==> src/rtl/apu_rom_loader.sv <==
// Framed byte-stream loader for the 1 KiB APU program RAM.
// It parses the header, writes the payload, checks the XOR sum and gates APU CPU reset.
module apu_rom_loader #(
    parameter logic [7:0] START_BYTE = 8'hA5,
    parameter int         MAX_LEN    = 1024
) (
    input  logic       clk,
    input  logic       rst,
    input  logic       in_stb,
    input  logic [7:0] in_byte,
    output logic       ram_we,
    output logic [9:0] ram_addr,
    output logic [7:0] ram_wdata,
    output logic       cpu_hold,
    output logic       busy,
    output logic       done,
    output logic       error
);

    typedef enum logic [2:0] {
        S_IDLE,
        S_ADDR_H,
        S_ADDR_L,
        S_LEN_H,
        S_LEN_L,
        S_DATA,
        S_SUM
    } state_t;

    localparam logic [10:0] MAX_LEN_W = 11'(MAX_LEN);

    state_t      state_q, state_d;
    logic [9:0]  addr_q, addr_d;
    logic [2:0]  len_h_q, len_h_d;
    logic [10:0] count_q, count_d;
    logic [7:0]  sum_q, sum_d;
    logic        ram_we_q, ram_we_d;
    logic [9:0]  ram_addr_q, ram_addr_d;
    logic [7:0]  ram_wdata_q, ram_wdata_d;
    logic        cpu_hold_q, cpu_hold_d;
    logic        busy_q, busy_d;
    logic        done_q, done_d;
    logic        error_q, error_d;

    logic [10:0] len_full;
    assign len_full = {len_h_q, in_byte};

    always_comb begin
        // NOTE: every _d gets a default before the case so no path leaves a latch behind.
        state_d     = state_q;
        addr_d      = addr_q;
        len_h_d     = len_h_q;
        count_d     = count_q;
        sum_d       = sum_q;
        ram_we_d    = 1'b0;
        ram_addr_d  = ram_addr_q;
        ram_wdata_d = ram_wdata_q;
        cpu_hold_d  = cpu_hold_q;
        done_d      = 1'b0;
        error_d     = error_q;

        if (in_stb) begin
            unique case (state_q)
                S_IDLE: begin
                    if (in_byte == START_BYTE) begin
                        state_d    = S_ADDR_H;
                        error_d    = 1'b0;
                        cpu_hold_d = 1'b1;
                        sum_d      = 8'h00;
                    end
                end
                S_ADDR_H: begin
                    addr_d  = {in_byte[1:0], addr_q[7:0]};
                    state_d = S_ADDR_L;
                end
                S_ADDR_L: begin
                    addr_d  = {addr_q[9:8], in_byte};
                    state_d = S_LEN_H;
                end
                S_LEN_H: begin
                    len_h_d = in_byte[2:0];
                    state_d = S_LEN_L;
                end
                S_LEN_L: begin
                    if (len_full == 11'd0 || len_full > MAX_LEN_W) begin
                        error_d = 1'b1;
                        state_d = S_IDLE;
                    end else begin
                        count_d = len_full;
                        state_d = S_DATA;
                    end
                end
                S_DATA: begin
                    ram_we_d    = 1'b1;
                    ram_addr_d  = addr_q;
                    ram_wdata_d = in_byte;
                    addr_d      = addr_q + 10'd1;  // natural 10-bit wrap 0x3FF -> 0x000
                    sum_d       = sum_q ^ in_byte;
                    count_d     = count_q - 11'd1;
                    if (count_q == 11'd1) state_d = S_SUM;
                end
                S_SUM: begin
                    if (in_byte == sum_q) begin
                        done_d     = 1'b1;
                        cpu_hold_d = 1'b0;
                    end else begin
                        error_d = 1'b1;
                    end
                    state_d = S_IDLE;
                end
                default: state_d = S_IDLE;
            endcase
        end

        busy_d = (state_d != S_IDLE);
    end

    // NOTE: state registers use non-blocking assignment so all flops update together on the edge.
    always_ff @(posedge clk or posedge rst) begin
        if (rst) begin
            state_q     <= S_IDLE;
            addr_q      <= 10'd0;
            len_h_q     <= 3'd0;
            count_q     <= 11'd0;
            sum_q       <= 8'h00;
            ram_we_q    <= 1'b0;
            ram_addr_q  <= 10'd0;
            ram_wdata_q <= 8'h00;
            cpu_hold_q  <= 1'b1;
            busy_q      <= 1'b0;
            done_q      <= 1'b0;
            error_q     <= 1'b0;
        end else begin
            state_q     <= state_d;
            addr_q      <= addr_d;
            len_h_q     <= len_h_d;
            count_q     <= count_d;
            sum_q       <= sum_d;
            ram_we_q    <= ram_we_d;
            ram_addr_q  <= ram_addr_d;
            ram_wdata_q <= ram_wdata_d;
            cpu_hold_q  <= cpu_hold_d;
            busy_q      <= busy_d;
            done_q      <= done_d;
            error_q     <= error_d;
        end
    end

    assign ram_we    = ram_we_q;
    assign ram_addr  = ram_addr_q;
    assign ram_wdata = ram_wdata_q;
    assign cpu_hold  = cpu_hold_q;
    assign busy      = busy_q;
    assign done      = done_q;
    assign error     = error_q;

endmodule

==> config.mk <==
export PLATFORM = sky130hd
export DESIGN_NAME = apu_rom_loader
export DESIGN_NICKNAME = d
export VERILOG_FILES = /design/src/rtl/apu_rom_loader.sv
export SDC_FILE = /design/constraint.sdc
export NUM_CORES = 1
export LEC_CHECK = 0
export ABC_AREA = 1
export CELL_PAD_IN_SITES_DETAIL_PLACEMENT = 0
export CELL_PAD_IN_SITES_GLOBAL_PLACEMENT = 1
export CORE_ASPECT_RATIO = 1.25
export CORE_MARGIN = 2
export CORE_UTILIZATION = 45
export DETAILED_ROUTE_END_ITERATION = 8
export HOLD_SLACK_MARGIN = 0.03
export PLACE_DENSITY = 0.82
export SYNTH_ARGS = -nofsm -noshare
export SYNTH_HDL_FRONTEND = slang
export SYNTH_SLANG_ARGS = --single-unit
==> constraint.sdc <==
create_clock -name clk -period 5.96 [get_ports clk]
set_clock_uncertainty 0.2 [all_clocks]
set_input_delay 0.894 -clock clk [delete_from_list [all_inputs] [get_ports clk]]
set_output_delay 0.894 -clock clk [all_outputs]
set_load 0.01 [all_outputs]
# Word-level counts from Yosys, hierarchy flattened
# Cells that the tools add are included.
[op_classes]
n_addsub = 2
n_mul = 0
div_mod_pow = 0
order_cmp = 1
n_eq_ne = 14
shifts = 0
mux = 22
bitwise_logic = 3
n_reduce_logical = 18
[ops]
columns = ["cell", "count"]
rows = [
  ["one-hot mux 10 bit (3 select lines)", 1],
  ["one-hot mux 11 bit (2 select lines)", 1],
  ["one-hot mux 3 bit (6 select lines)", 1],
  ["one-hot mux 8 bit (2 select lines)", 1],
  ["two-way mux 3 bit", 4],
  ["AND reduction 3 bit", 4],
  ["equality test 11 x 1 -> 1 bit, second input constant", 1],
  ["greater-than comparator 11 bit, second input constant", 1],
  ["zero test 11 bit", 1],
  ["two-way mux 11 bit", 1],
  ["subtractor 11 x 1 -> 11 bit, second input constant", 1],
  ["adder 10 x 1 -> 10 bit, second input constant", 1],
  ["two-way mux 1 bit", 10],
  ["inequality test 2 bit, second input constant", 5],
  ["nonzero test 2 bit", 5],
  ["equality test 3 bit, second input constant", 3],
  ["equality test 8 bit", 1],
  ["equality test 8 bit, second input constant", 1],
  ["two-way mux 8 bit", 1],
  ["XOR 8 bit", 1],
  ["equality test 3 x 2 -> 1 bit, second input constant", 2],
  ["nonzero test 3 bit", 2],
  ["AND reduction 5 bit", 1],
  ["AND reduction 2 bit", 2],
  ["other kinds (7)", 8],
]
[totals]
ff_bits = 58
latch_bits = 0
ramBits = 0
mem_bits_ro = 0
input_bits = 11
output_inout_bits = 23
elab_cells = 73
memories = 0

# Depth between registers and ports, before layout
# Gate-level depths: netlist (run 1).
[logic_depth]
depth_word = 6
depth_mapped = 11
ltp_nobuf = 10

# Worst setup path before layout (run 1)
# Ideal clock, no wire load.
[synth_path]
kind = "input to register"
from = "input in_byte[4]"
to = "register count_q[8]"
setup_time_ps = 118
arrival_ps = 1879
t_required_ps = 5642
setup_slack_ps = 3763
path_stages = 10
path_buffers = 2
cell_sequence = "buf_2 nor2_1 nand3_1 o21bai_2 nand3_2 nand2_4 nand2_4 buf_6 nand2_1 nand2_1"
[synth_between]
elab_chain_cells = 4
word_cells_on_any_way = 5
cone_classes = "order compare (1); eq/ne (1); reduce/logical (3)"
[synth_lines]
columns = ["item", "line", "rtl"]
rows = [
  ["from (decl)", "10", "input logic [7:0] in_byte,"],
  ["greater-than comparator 11 bit or zero test 11 bit (tied branches)", "85", "if (len_full == 11'd0 || len_full > MAX_LEN_W) begin"],
  ["logical OR 1 bit (*)", "85", ""],
  ["inequality test 2 bit (no line) (*)", "-", ""],
  ["AND reduction 3 bit (no line) (*)", "-", ""],
  ["to (signal assigned)", "137", "count_q <= count_d;"],
  ["to (decl)", "35", "logic [10:0] count_q, count_d;"],
]
# Every way passes the cells marked *; elsewhere a longest branch is shown, timed or not.
# A chain may end at the register's enable or synchronous reset.

# Final worst setup path (run 1)
[layout_path]
from = "input in_stb"
to = "register sum_q[3]"
[layout_between]
elab_chain_cells = 1
[layout_lines]
columns = ["item", "line", "rtl"]
rows = [
  ["from (decl)", "9", "input logic in_stb,"],
  ["AND reduction 3 bit (no line)", "-", ""],
  ["to (signal assigned)", "138", "sum_q <= sum_d;"],
  ["to (decl)", "36", "logic [7:0] sum_q, sum_d;"],
]
# Every way passes these cells.

==> results of run 1 <==
area by class of cell:
class,count,area [µm²]
flip-flops and latches,58,1453
fillers,687,3173
well taps,90,112.6
inverters,54,202.7
clock inverters,6,43.79
multi-input cells,280,1441
clock buffers,10,127.6
repair buffers,34,337.8
cell families (layout without fill, tap and decap cells):
group                    Yosys count  in the layout  share of synthesized area
AO/OA/AOI/OAI                     79             79                     0.1519
XOR/XNOR                          10             10                    0.02762
adder cells (fa/ha/maj)            3              3                    0.01184
buffers and inverters             67            104                    0.08722
flip-flops                        58             58                     0.4582
multiplexers                       1              1                   0.003157
AND/OR/NAND/NOR                  187            187                     0.2601
worst max-delay path, delay by kind of cell:
kind	cells	cell delay [ns]
buffers and inverters	3	1.52
AO/OA/AOI/OAI	1	0.18
AND/OR/NAND/NOR	1	0.09
through the flow:
step	instances	total power, µW
floorplan	405	1214
global placement	516	1455
detailed placement	516	1471
CTS	532	1797
global route	532	1944
finish	532	1783
power groups by stage:
stage,registers [µW],logic (µW),clock network (µW)
after floorplan,715,499,0
after global routing,737,861,346
after CTS,712,758,327
after detailed placement,716,755,0
final,711,751,321
after global placement,713,742,0
synthesized netlist by cell type (all sizes together):
| library cell | number | area (µm²) |
|---|---|---|
| a31oi | 1 | 6.260 |
| a32oi | 1 | 8.760 |
| nor3 | 5 | 25.02 |
| xnor2 | 6 | 52.55 |
| a21oi | 10 | 65.06 |
| nor3b | 1 | 7.510 |
| clkbuf | 3 | 11.26 |
| dfrtp | 57 | 1426 |
| o21bai | 1 | 11.26 |
| buf | 10 | 62.56 |
| o211ai | 1 | 7.510 |
| a21boi | 1 | 7.510 |
| nand2 | 105 | 409.1 |
| ha | 3 | 37.54 |
| nor2 | 35 | 146.4 |
| a21o | 1 | 7.510 |
| a22oi | 4 | 50.05 |
| nand4 | 5 | 31.28 |
| nand3 | 34 | 192.7 |
| o21ai | 50 | 261.5 |
| dfstp | 1 | 26.28 |
| or2 | 2 | 12.51 |
| mux2i | 1 | 10.01 |
| xor2 | 4 | 35.03 |
| o22ai | 9 | 56.30 |
| inv | 54 | 202.7 |
per-layer routing:
metal	wire (µm)	track usage	share of wire
met4	116	0.08621	0.016
met3	257	0.05638	0.035
met2	3620	0.3370	0.49
met5	0	0	0
met1	3385	0.2735	0.46
flip-flops by register name, indices dropped and copies added, names as in the netlist:
register,cells
state_q,3
ram_wdata,8
count_q,11
busy,1
ram_addr,10
len_h_q,3
ram_we,1
addr_q,10
cpu_hold,1
done,1
sum_q,8
error,1
worst max-delay path by stage:
stage	start	endpoint	slack, ns
after floorplan	rst	addr_q[0]$_DFFE_PP0P_	3.44
after global placement	in_stb	sum_q[4]$_DFFE_PP0P_	2.99
after detailed placement	in_stb	sum_q[2]$_DFFE_PP0P_	2.92
after CTS	in_stb	sum_q[6]$_DFFE_PP0P_	3.29
after global routing	in_stb	ram_addr[0]$_DFFE_PP0P_	3.09
final	in_stb	sum_q[3]$_DFFE_PP0P_	3.27
==> reports/qor.log, run 1 <==
[run_status] run status completed
[clock_network] clock buffers created by TritonCTS 9
[clock_network] root buffer selected by CTS sky130_fd_sc_hd__clkbuf_8
[timing] setup repair after global routing missed its margin no
[timing] Post-Route Hold Slack 0.2758 ns
[logic_synthesis] yosys warns 0
[timing] Final Worst Setup Slack 3.273 ns
[logic_synthesis] unique cell type count in the Yosys netlist 35
[power] leakage power total 0.001784 µW
[place] count of port buffers added during placement 33
[power] proportion of power drawn by the clock network 0.180
[timing] headroom to the max-slew limit 0.5111
[setup_path] maximum fanout along the worst path 40
[setup_path] type of element launching the critical path primary input
[clock_network] clock slew at reported path FFs 0.07 ns
[layout] final layout net count 451
[setup_path] Reg2Reg Depth 9
[global_route] gr ovfl total 0
[logic_synthesis] total nets after synthesis 419
[setup_path] cell at the slowest stage of the critical path sky130_fd_sc_hd__clkdlybuf4s50_1
[power] internal power consumption 1057 µW
[global_route] number of antenna violations at the first check in global routing 0
[clock_network] clock tree from TritonCTS yes
[layout] Area Growth Syn to Fin 17.29%
[layout] Post-Layout Inst Area 3719 µm²
[clock_network] Setup Fix Bufs, Post-CTS 0
[setup_path] Most Frequent Cell on Critical Path sky130_fd_sc_hd__inv_2
[setup_path] endpoint kind of the worst setup timing path flip-flop
[clock_network] clock latency reported for the late side of the worst-skew pair 0.34 ns
[power] pwr/cell area 479.4 nW/µm²
[place] global placement routability congestion 0.8147
[global_route] largest net degree at the start of global routing 59
[worst_hold_path] Min-Delay Path Depth 2
[drt] drt first pass iters 4
[drt] vias per inst 5.115
[setup_path] setup slack of the most critical reg-to-reg path 3.93 ns
[power] maximum vdd ir drop 0.2428 mV
[timing] fmax 372.2 MHz
[place] placed inst area 3547 µm²
[setup_path] arrival time of the worst setup path 2.69 ns
[floorplan] starting utilization of the core area 0.4601
[global_route] Global Route Usage Sum 0.2120
[logic_synthesis] cell area after technology mapping 3171 µm²
[global_route] wire length of the first global-routing pass 12770 µm
[timing] total negative slack for setup checks 0 ns
[clock_network] depth of the CTS H-tree 3
[drt] drc violations 0
[setup_path] reg-to-reg startpoint state_q[1]$_DFF_PP0_
[drt] DRC marker count from the first detailed-route iteration 127
[logic_synthesis] synthesis-stage register bit count 58
[global_route] number of global-route vias before repair 2656
[drt] routed wirelength normalized by instance count 13.87 µm
[worst_hold_path] hold path startpoint error$_DFFE_PP0P_
[worst_hold_path] Min-Delay Endpoint error$_DFFE_PP0P_
[floorplan] number of standard-cell rows in the floorplan 34
[setup_path] critical path start-end classification in2reg
[timing] Setup violations, final 0
[logic_synthesis] mean area per synthesized cell 7.828 µm²
[drt] number of nets with antenna violations after detailed routing 0
[floorplan] CORE AREA 6892 µm²
[logic_synthesis] Syn Inst Count 405
[layout] most frequent cells in the layout 103 x sky130_fd_sc_hd__nand2_1, 57 x sky130_fd_sc_hd__dfrtp_1, 46 x sky130_fd_sc_hd__inv_1
[run] number of max-cap violations 0
[layout] proportion of layout cells with a drive suffix above 1 0.1041
[clock_network] buffer depth of the longest clock path 2
[power] sequential share of power 0.399
[layout] final core occ 0.5396
[power] net switching share of the total power 0.4068
[clock_network] number of buffers inserted for hold repair after clock tree synthesis 0
[timing] Tightest Pin Transition 0.7333 ns
[setup_path] cells traversed along the worst timing path clkdlybuf4s50_1 -> inv_2 -> nor2_4 -> inv_2 -> o22ai_1
[setup_path] reg-to-reg endpoint busy$_DFF_PP0_
[timing] max-slew violation total from the final report 0
[timing] post-route clock period utilization 0.4508
[layout] Antenna Diode Count 0
[worst_hold_path] path type of the worst min-delay path reg2reg
[power] relative contribution of combinational cells to total power 0.421
[clock_network] count of clock tree sinks 58
[power] switching power of the nets 725.2 µW
[timing] Tmin final 2.687 ns
[setup_path] stage delay of the slowest cell on the critical path 0.74 ns
[drt] vias after detailed routing 2721
[floorplan] DIE AREA 7737 µm²
[floorplan] die extent in x 79.08 µm
[place] post-DP HPWL 5235 µm
[clock_network] cts repair resizes 0
[logic_synthesis] share of synthesized area occupied by flip-flops and latches 0.4582
[place] DP Worst Slack 2.922 ns
[timing] number of failing hold endpoints at the final stage 0
[drt] final wirelength 7380 µm
[layout] most common cell after layout, fill and taps aside sky130_fd_sc_hd__nand2_1
[floorplan] Vert. Die Dim 97.85 µm
[floorplan] count of boundary I/O pins 34
[setup_path] CP required 5.96 ns
(Power assumes the default switching activity.)
==> inputs of run 2 (changes only) <==
--- a/config.mk
+++ b/config.mk
@@ -10,10 +10,10 @@
 export CELL_PAD_IN_SITES_GLOBAL_PLACEMENT = 1
 export CORE_ASPECT_RATIO = 1.25
 export CORE_MARGIN = 2
-export CORE_UTILIZATION = 45
+export CORE_UTILIZATION = 38
 export DETAILED_ROUTE_END_ITERATION = 8
 export HOLD_SLACK_MARGIN = 0.03
-export PLACE_DENSITY = 0.82
+export PLACE_DENSITY = 0.73
 export SYNTH_ARGS = -nofsm -noshare
 export SYNTH_HDL_FRONTEND = slang
 export SYNTH_SLANG_ARGS = --single-unit
==> constraint.sdc (replaced) <==
create_clock -name clk -period 2.4 [get_ports clk]
set_clock_uncertainty 0.2 [all_clocks]
set_input_delay 0.36 -clock clk [delete_from_list [all_inputs] [get_ports clk]]
set_output_delay 0.36 -clock clk [all_outputs]
set_load 0.01 [all_outputs]
==> run 2 against run 1 <==
Sequential cell count stayed put; critical path depth is 1 higher; via count is 0.33% higher; critical path type unchanged.
==> reports/qor.log, run 2 (synthesized netlist as in run 1, its figures left out) <==
[drt] vias per inst 4.991 [-2.4%]
[power] net switching share of the total power 0.3731 [-0.03373]
[global_route] number of antenna violations at the first check in global routing 0 [unchanged]
[place] post-DP HPWL 5536 µm [+5.8%]
[setup_path] stage delay of the slowest cell on the critical path 0.69 ns [-0.05 ns]
[clock_network] cts repair resizes 0 [unchanged]
[timing] Tmin final 2.003 ns
[setup_path] cell at the slowest stage of the critical path sky130_fd_sc_hd__clkdlybuf4s50_1
[layout] proportion of layout cells with a drive suffix above 1 0.1222 [+0.01815]
[timing] Tightest Pin Transition 0.6198 ns [-0.1135 ns]
[power] switching power of the nets 1793 µW [+150%]
[layout] final core occ 0.4762 [-0.06338]
[drt] DRC marker count from the first detailed-route iteration 172 [+35%]
[power] sequential share of power 0.367 [-0.032]
[drt] final wirelength 7651 µm [+3.7%]
[timing] max-slew violation total from the final report 0 [unchanged]
[clock_network] Setup Fix Bufs, Post-CTS 0 [unchanged]
[layout] largest reg by FF count count_q
[power] leakage power total 0.001871 µW [+4.9%]
[floorplan] starting utilization of the core area 0.3891 [-0.07093]
[global_route] Global Route Usage Sum 0.1877 [-0.02431]
[setup_path] reg-to-reg startpoint state_q[1]$_DFF_PP0_
[global_route] gr ovfl total 0 [unchanged]
[global_route] number of global-route vias before repair 2788 [+5.0%]
[drt] routed wirelength normalized by instance count 13.99 µm [+0.83%]
[setup_path] endpoint kind of the worst setup timing path flip-flop
[drt] vias after detailed routing 2730 [+0.33%]
[drt] drc violations 0 [unchanged]
[power] internal power consumption 3012 µW [+180%]
[clock_network] clock latency reported for the late side of the worst-skew pair 0.35 ns [about the same]
[setup_path] critical path start-end classification in2reg
[timing] setup repair after global routing missed its margin no
[clock_network] clock slew at reported path FFs 0.08 ns [about the same]
[place] global placement routability congestion 0.8217 [+0.86%]
[timing] post-route clock period utilization 0.8346
[setup_path] cells traversed along the worst timing path clkdlybuf4s50_1 -> nand2_1 -> nor3_1 -> nand3_1 -> a21oi_2 -> o22ai_1
[floorplan] CORE AREA 8148 µm² [+18%]
[setup_path] CP required 2.41 ns [-3.55 ns]
[clock_network] clock buffers created by TritonCTS 9 [unchanged]
[setup_path] first element of the critical path in_byte[5]
[layout] most frequent cells in the layout 103 x sky130_fd_sc_hd__nand2_1, 57 x sky130_fd_sc_hd__dfrtp_1, 46 x sky130_fd_sc_hd__inv_1
[clock_network] buffer depth of the longest clock path 2 [unchanged]
[global_route] largest net degree at the start of global routing 59 [unchanged]
[layout] Area Growth Syn to Fin 22.38%
[setup_path] sum of buffers and inverters on the critical path 1 [-2]
[floorplan] count of boundary I/O pins 34 [unchanged]
[layout] Largest register FFs 11 [unchanged]
[clock_network] depth of the CTS H-tree 3 [unchanged]
[clock_network] number of buffers inserted for hold repair after clock tree synthesis 0 [unchanged]
[power] proportion of power drawn by the clock network 0.240 [+0.060]
[timing] Setup violations, final 0 [unchanged]
[power] relative contribution of combinational cells to total power 0.393 [-0.028]
[run_status] run status completed
[timing] fmax 499.2 MHz
[floorplan] number of standard-cell rows in the floorplan 37 [+8.8%]
[setup_path] type of element launching the critical path primary input
[timing] number of failing hold endpoints at the final stage 0 [unchanged]
[layout] Antenna Diode Count 0 [unchanged]
[floorplan] die extent in x 85.70 µm [+8.4%]
[layout] most common cell after layout, fill and taps aside sky130_fd_sc_hd__nand2_1
[setup_path] maximum fanout along the worst path 8 [-80%]
[floorplan] Vert. Die Dim 106.1 µm [+8.5%]
[setup_path] family with the most delay on the worst path buffers and inverters
[timing] headroom to the max-slew limit 0.5862 [+0.07507]
[drt] drt first pass iters 4 [unchanged]
[place] count of port buffers added during placement 33 [unchanged]
[timing] Final Worst Setup Slack 0.3968 ns [-2.877 ns]
[worst_hold_path] path type of the worst min-delay path in2async
[layout] final layout net count 459 [+1.8%]
[drt] number of nets with antenna violations after detailed routing 0 [unchanged]
[setup_path] arrival time of the worst setup path 2.01 ns [-0.68 ns]
[clock_network] count of clock tree sinks 58 [unchanged]
[clock_network] root buffer selected by CTS sky130_fd_sc_hd__clkbuf_8
[power] pwr/cell area 1238 nW/µm² [+160%]
[power] maximum vdd ir drop 0.4867 mV [+100%]
[global_route] wire length of the first global-routing pass 13440 µm [+5.3%]
[run] number of max-cap violations 0 [unchanged]
[floorplan] DIE AREA 9095 µm² [+18%]
[place] DP Worst Slack 0.03033 ns [-2.892 ns]
[timing] total negative slack for setup checks 0 ns [unchanged]
[layout] number of filler cells placed in the layout 820 [+19%]
[clock_network] clock tree from TritonCTS yes
-- run 2: stage by stage --
stage	hold slack (ns)	std cells	total power, µW	cell area (µm²)
6_report	0.1833	547	4805	3880
5_1_grt	0.2354	547	5206	3880
4_1_cts	0.1970	547	4854	3880
3_5_place_dp	0.2587	531	3685	3628
3_3_place_gp	0.2534	531	3646	3628
2_1_floorplan	0.2586	405	3015	3171
-- run 2: path summary, 6_finish.rpt --
check                      depth (start not counted)  slack [ns]                       end
setup reg to reg                                   9        0.54            busy$_DFF_PP0_
setup / recovery                                   6        0.40      sum_q[5]$_DFFE_PP0P_
max in group asynchronous                          3        1.50      cpu_hold$_DFFE_PP1P_
min in group clk                                   2        0.27  ram_wdata[4]$_DFFE_PP0P_
hold / removal                                     3        0.18  ram_wdata[6]$_DFFE_PP0P_
hold reg to reg                                    2        0.27  ram_wdata[4]$_DFFE_PP0P_
-- run 2: final cells by class --
class,count,area [µm²],area share
Inverter,54,202.7,0.05224
Timing Repair Buffer,42,410.4,0.1058
Tap cell,97,121.4,0.03128
Sequential cell,58,1453,0.3744
Multi-Input combinational cell,280,1441,0.3715
Clock buffer,11,151.4,0.03902
Clock inverter,5,100.1,0.02580
-- run 2: per-layer routing --
layer	GRT usage	share of wire	wire [µm]
met1	0.2326	0.46	3515
met2	0.3114	0.49	3755
met3	0.04037	0.029	221
met4	0.08390	0.021	158
met5	0	0	0
-- run 2: power groups by stage --
| stage | logic (µW) | registers (µW) | clock network (µW) |
|---|---|---|---|
| 3_5_place_dp | 1910 | 1770 | 0 |
| 3_3_place_gp | 1880 | 1770 | 0 |
| 4_1_cts | 1920 | 1760 | 1170 |
| 6_report | 1890 | 1760 | 1150 |
| 2_1_floorplan | 1240 | 1780 | 0 |
| 5_1_grt | 2160 | 1820 | 1220 |
-- run 2: worst register-to-register path, stage by stage, from the launching register on --
cell and delay [ns]:
sky130_fd_sc_hd__dfrtp_1 0.45, sky130_fd_sc_hd__inv_2 0.14, sky130_fd_sc_hd__nand3_4 0.19, sky130_fd_sc_hd__inv_2 0.31, sky130_fd_sc_hd__nand4_1 0.16, sky130_fd_sc_hd__nand2_1 0.08
sky130_fd_sc_hd__nand2_1 0.04, sky130_fd_sc_hd__o21ai_1 0.11, sky130_fd_sc_hd__nor2_1 0.07, sky130_fd_sc_hd__nand2_1 0.06
==> inputs of run 3 (changes only) <==
==> constraint.sdc (replaced) <==
create_clock -name clk -period 1.8 [get_ports clk]
set_clock_uncertainty 0.2 [all_clocks]
set_input_delay 0.27 -clock clk [delete_from_list [all_inputs] [get_ports clk]]
set_output_delay 0.27 -clock clk [all_outputs]
set_load 0.01 [all_outputs]
==> run 3 against run 2 <==
Critical path depth grew 4; sequential share of layout area shrank 2.3 points; core utilization grew 3.1 points; clock power grew 5%; via count grew 3.8%; first-iteration DRC count shrank 12%; cell count grew 5.5%; total power grew 33%; design area grew 6.6%; die area is the same; non-clock buffer count grew 30; worst hold slack lost 0.062 ns.
==> reports/qor.log, run 3 (synthesized netlist as in run 1, its figures left out) <==
[layout] final layout net count 489 [+6.5%]
[clock_network] buffer depth of the longest clock path 2 [unchanged]
[timing] headroom to the max-slew limit 0.7581 [+0.1719]
[power] pwr/cell area 1543 nW/µm² [+25%]
[global_route] largest net degree at the start of global routing 59 [unchanged]
[place] post-DP HPWL 5786 µm [+4.5%]
[floorplan] die extent in x 85.70 µm [unchanged]
[setup_path] type of element launching the critical path primary input
[worst_hold_path] hold path startpoint in_byte[4]
[timing] Post-Route Hold Slack 0.1210 ns [-0.06229 ns]
[place] DP Worst Slack -0.3288 ns [-0.3591 ns]
[global_route] number of global-route vias before repair 2803 [+0.54%]
[floorplan] CORE AREA 8148 µm² [unchanged]
[clock_network] root buffer selected by CTS sky130_fd_sc_hd__clkbuf_8
[drt] number of nets with antenna violations after detailed routing 0 [unchanged]
[clock_network] number of buffers inserted for hold repair after clock tree synthesis 0 [unchanged]
[timing] Tmin final 1.717 ns
[layout] Largest register FFs 11 [unchanged]
[worst_hold_path] Min-Delay Path Depth 3
[setup_path] critical path start-end classification in2reg
[place] count of port buffers added during placement 33 [unchanged]
[floorplan] DIE AREA 9095 µm² [unchanged]
[setup_path] cell at the slowest stage of the critical path sky130_fd_sc_hd__clkdlybuf4s50_1
[setup_path] CP required 1.84 ns [-0.57 ns]
[setup_path] total number of cells along the worst setup path 10 [+4]
[global_route] number of antenna violations at the first check in global routing 0 [unchanged]
[setup_path] family with the most delay on the worst path buffers and inverters
[global_route] Global Route Usage Sum 0.1933 [+0.005598]
[floorplan] number of standard-cell rows in the floorplan 37 [unchanged]
[clock_network] clock buffers created by TritonCTS 9 [unchanged]
[setup_path] stage delay of the slowest cell on the critical path 0.65 ns [-0.04 ns]
[floorplan] Vert. Die Dim 106.1 µm [unchanged]
[drt] drc violations 0 [unchanged]
[setup_path] arrival time of the worst setup path 1.75 ns [-0.26 ns]
[layout] Area Growth Syn to Fin 30.43%
[run_status] run status completed
[drt] vias after detailed routing 2835 [+3.8%]
[setup_path] Reg2Reg Depth 9 [unchanged]
[timing] post-route clock period utilization 0.9540
[worst_hold_path] path type of the worst min-delay path in2reg
[drt] vias per inst 4.913 [-1.6%]
[setup_path] setup slack of the most critical reg-to-reg path 0.09 ns [-0.45 ns]
[setup_path] cells traversed along the worst timing path clkdlybuf4s50_1 -> inv_1 -> nand3_1 -> nor2_1 -> nand2_1 -> nand3_2 -> nand2_4 -> nand2_4 -> nand2_1 -> o21ai_2
[timing] max-slew violation total from the final report 0 [unchanged]
[clock_network] clock latency reported for the late side of the worst-skew pair 0.36 ns [about the same]
[global_route] gr ovfl total 0 [unchanged]
[drt] DRC marker count from the first detailed-route iteration 152 [-12%]
[layout] most frequent cells in the layout 102 x sky130_fd_sc_hd__nand2_1, 56 x sky130_fd_sc_hd__dfrtp_1, 46 x sky130_fd_sc_hd__inv_1
[timing] fmax 582.4 MHz
[clock_network] clock tree from TritonCTS yes
[drt] final wirelength 8055 µm [+5.3%]
[timing] Setup violations, final 0 [unchanged]
[global_route] wire length of the first global-routing pass 13470 µm [+0.20%]
[layout] most common cell after layout, fill and taps aside sky130_fd_sc_hd__nand2_1
[floorplan] count of boundary I/O pins 34 [unchanged]
[timing] Tightest Pin Transition 0.3629 ns [-0.2569 ns]
[setup_path] endpoint kind of the worst setup timing path flip-flop
[clock_network] depth of the CTS H-tree 3 [unchanged]
[setup_path] maximum fanout along the worst path 15 [+7]
[layout] Antenna Diode Count 0 [unchanged]
[layout] multi-input gate area in the final layout 1505 µm² [+4.4%]
[run] number of max-cap violations 0 [unchanged]
[timing] number of failing hold endpoints at the final stage 0 [unchanged]
[setup_path] first element of the critical path in_byte[6]
[layout] number of filler cells placed in the layout 815 [-0.61%]
[place] global placement routability congestion 0.8236 [+0.23%]
[drt] drt first pass iters 4 [unchanged]
[clock_network] clock slew at reported path FFs 0.06 ns [-0.02 ns]
[power] leakage power total 0.002048 µW [+9.5%]
[clock_network] count of clock tree sinks 58 [unchanged]
[layout] largest reg by FF count count_q
[setup_path] reg-to-reg startpoint count_q[0]$_DFFE_PP0P_
[setup_path] sum of buffers and inverters on the critical path 2 [+1]
[timing] setup repair after global routing missed its margin yes
[floorplan] starting utilization of the core area 0.3891 [unchanged]
[power] maximum vdd ir drop 0.6702 mV [+38%]
[layout] proportion of layout cells with a drive suffix above 1 0.2042 [+0.08194]
[timing] Final Worst Setup Slack 0.08282 ns [-0.3140 ns]
[layout] area taken by flip-flops and latches 1454 µm² [about the same]
[drt] routed wirelength normalized by instance count 13.96 µm [-0.19%]
-- run 3: worst min-delay path, cell delays in order --
cell	delay, ns
sky130_fd_sc_hd__dlymetal6s2s_1	0.22
sky130_fd_sc_hd__nand2_1	0.11
sky130_fd_sc_hd__nand2_1	0.04
-- run 3: through the flow --
stage          power, µW  utilization  area [µm²]  instances   TNS, ns
3_5_place_dp        5062       0.4707        3835        558    -8.160
3_3_place_gp        5022       0.4707        3835        558    -7.987
4_1_cts             6321       0.4962        4043        574         0
5_1_grt             6952       0.5075        4135        577  -0.05129
6_report            6381       0.5075        4135        577         0
2_1_floorplan       4021            -        3174        405         0
-- run 3: area by class of cell --
type                            count  share of cell area
Clock buffer                       15             0.04750
Clock inverter                      1            0.001210
Inverter                           54             0.05053
Multi-Input combinational cell    280              0.3640
Sequential cell                    58              0.3516
Tap cell                           97             0.02935
Timing Repair Buffer               72              0.1558
-- run 3: where the power goes --
group          leakage, µW  switching [µW]  internal [µW]  total, µW
clock             0.000106             523            686       1210
combinational      0.00123            1480           1330       2810
sequential        0.000717             472           1890       2360
total              0.00205            2480           3910       6380
-- run 3: routing by layer --
metal,part of all wire,track usage
met3,0.037,0.03960
met1,0.45,0.2373
met4,0.027,0.09751
met2,0.48,0.3192
met5,0,0
-- run 3: final timing paths --
check | to
worst max-delay path | count_q[4]$_DFFE_PP0P_
worst min-delay path | ram_wdata[4]$_DFFE_PP0P_
worst max register to register | count_q[8]$_DFFE_PP0P_
worst min register to register | error$_DFFE_PP0P_
max in group asynchronous | cpu_hold$_DFFE_PP1P_
min in group asynchronous | ram_wdata[5]$_DFFE_PP0P_
-- run 3: what timing repair did --
item | 4_1_cts | 5_1_grt
cloned | 0 | 0
setup buffers | 0 | 3
resized for setup | 3 | 21
setup endpoints to repair | 3 | 31
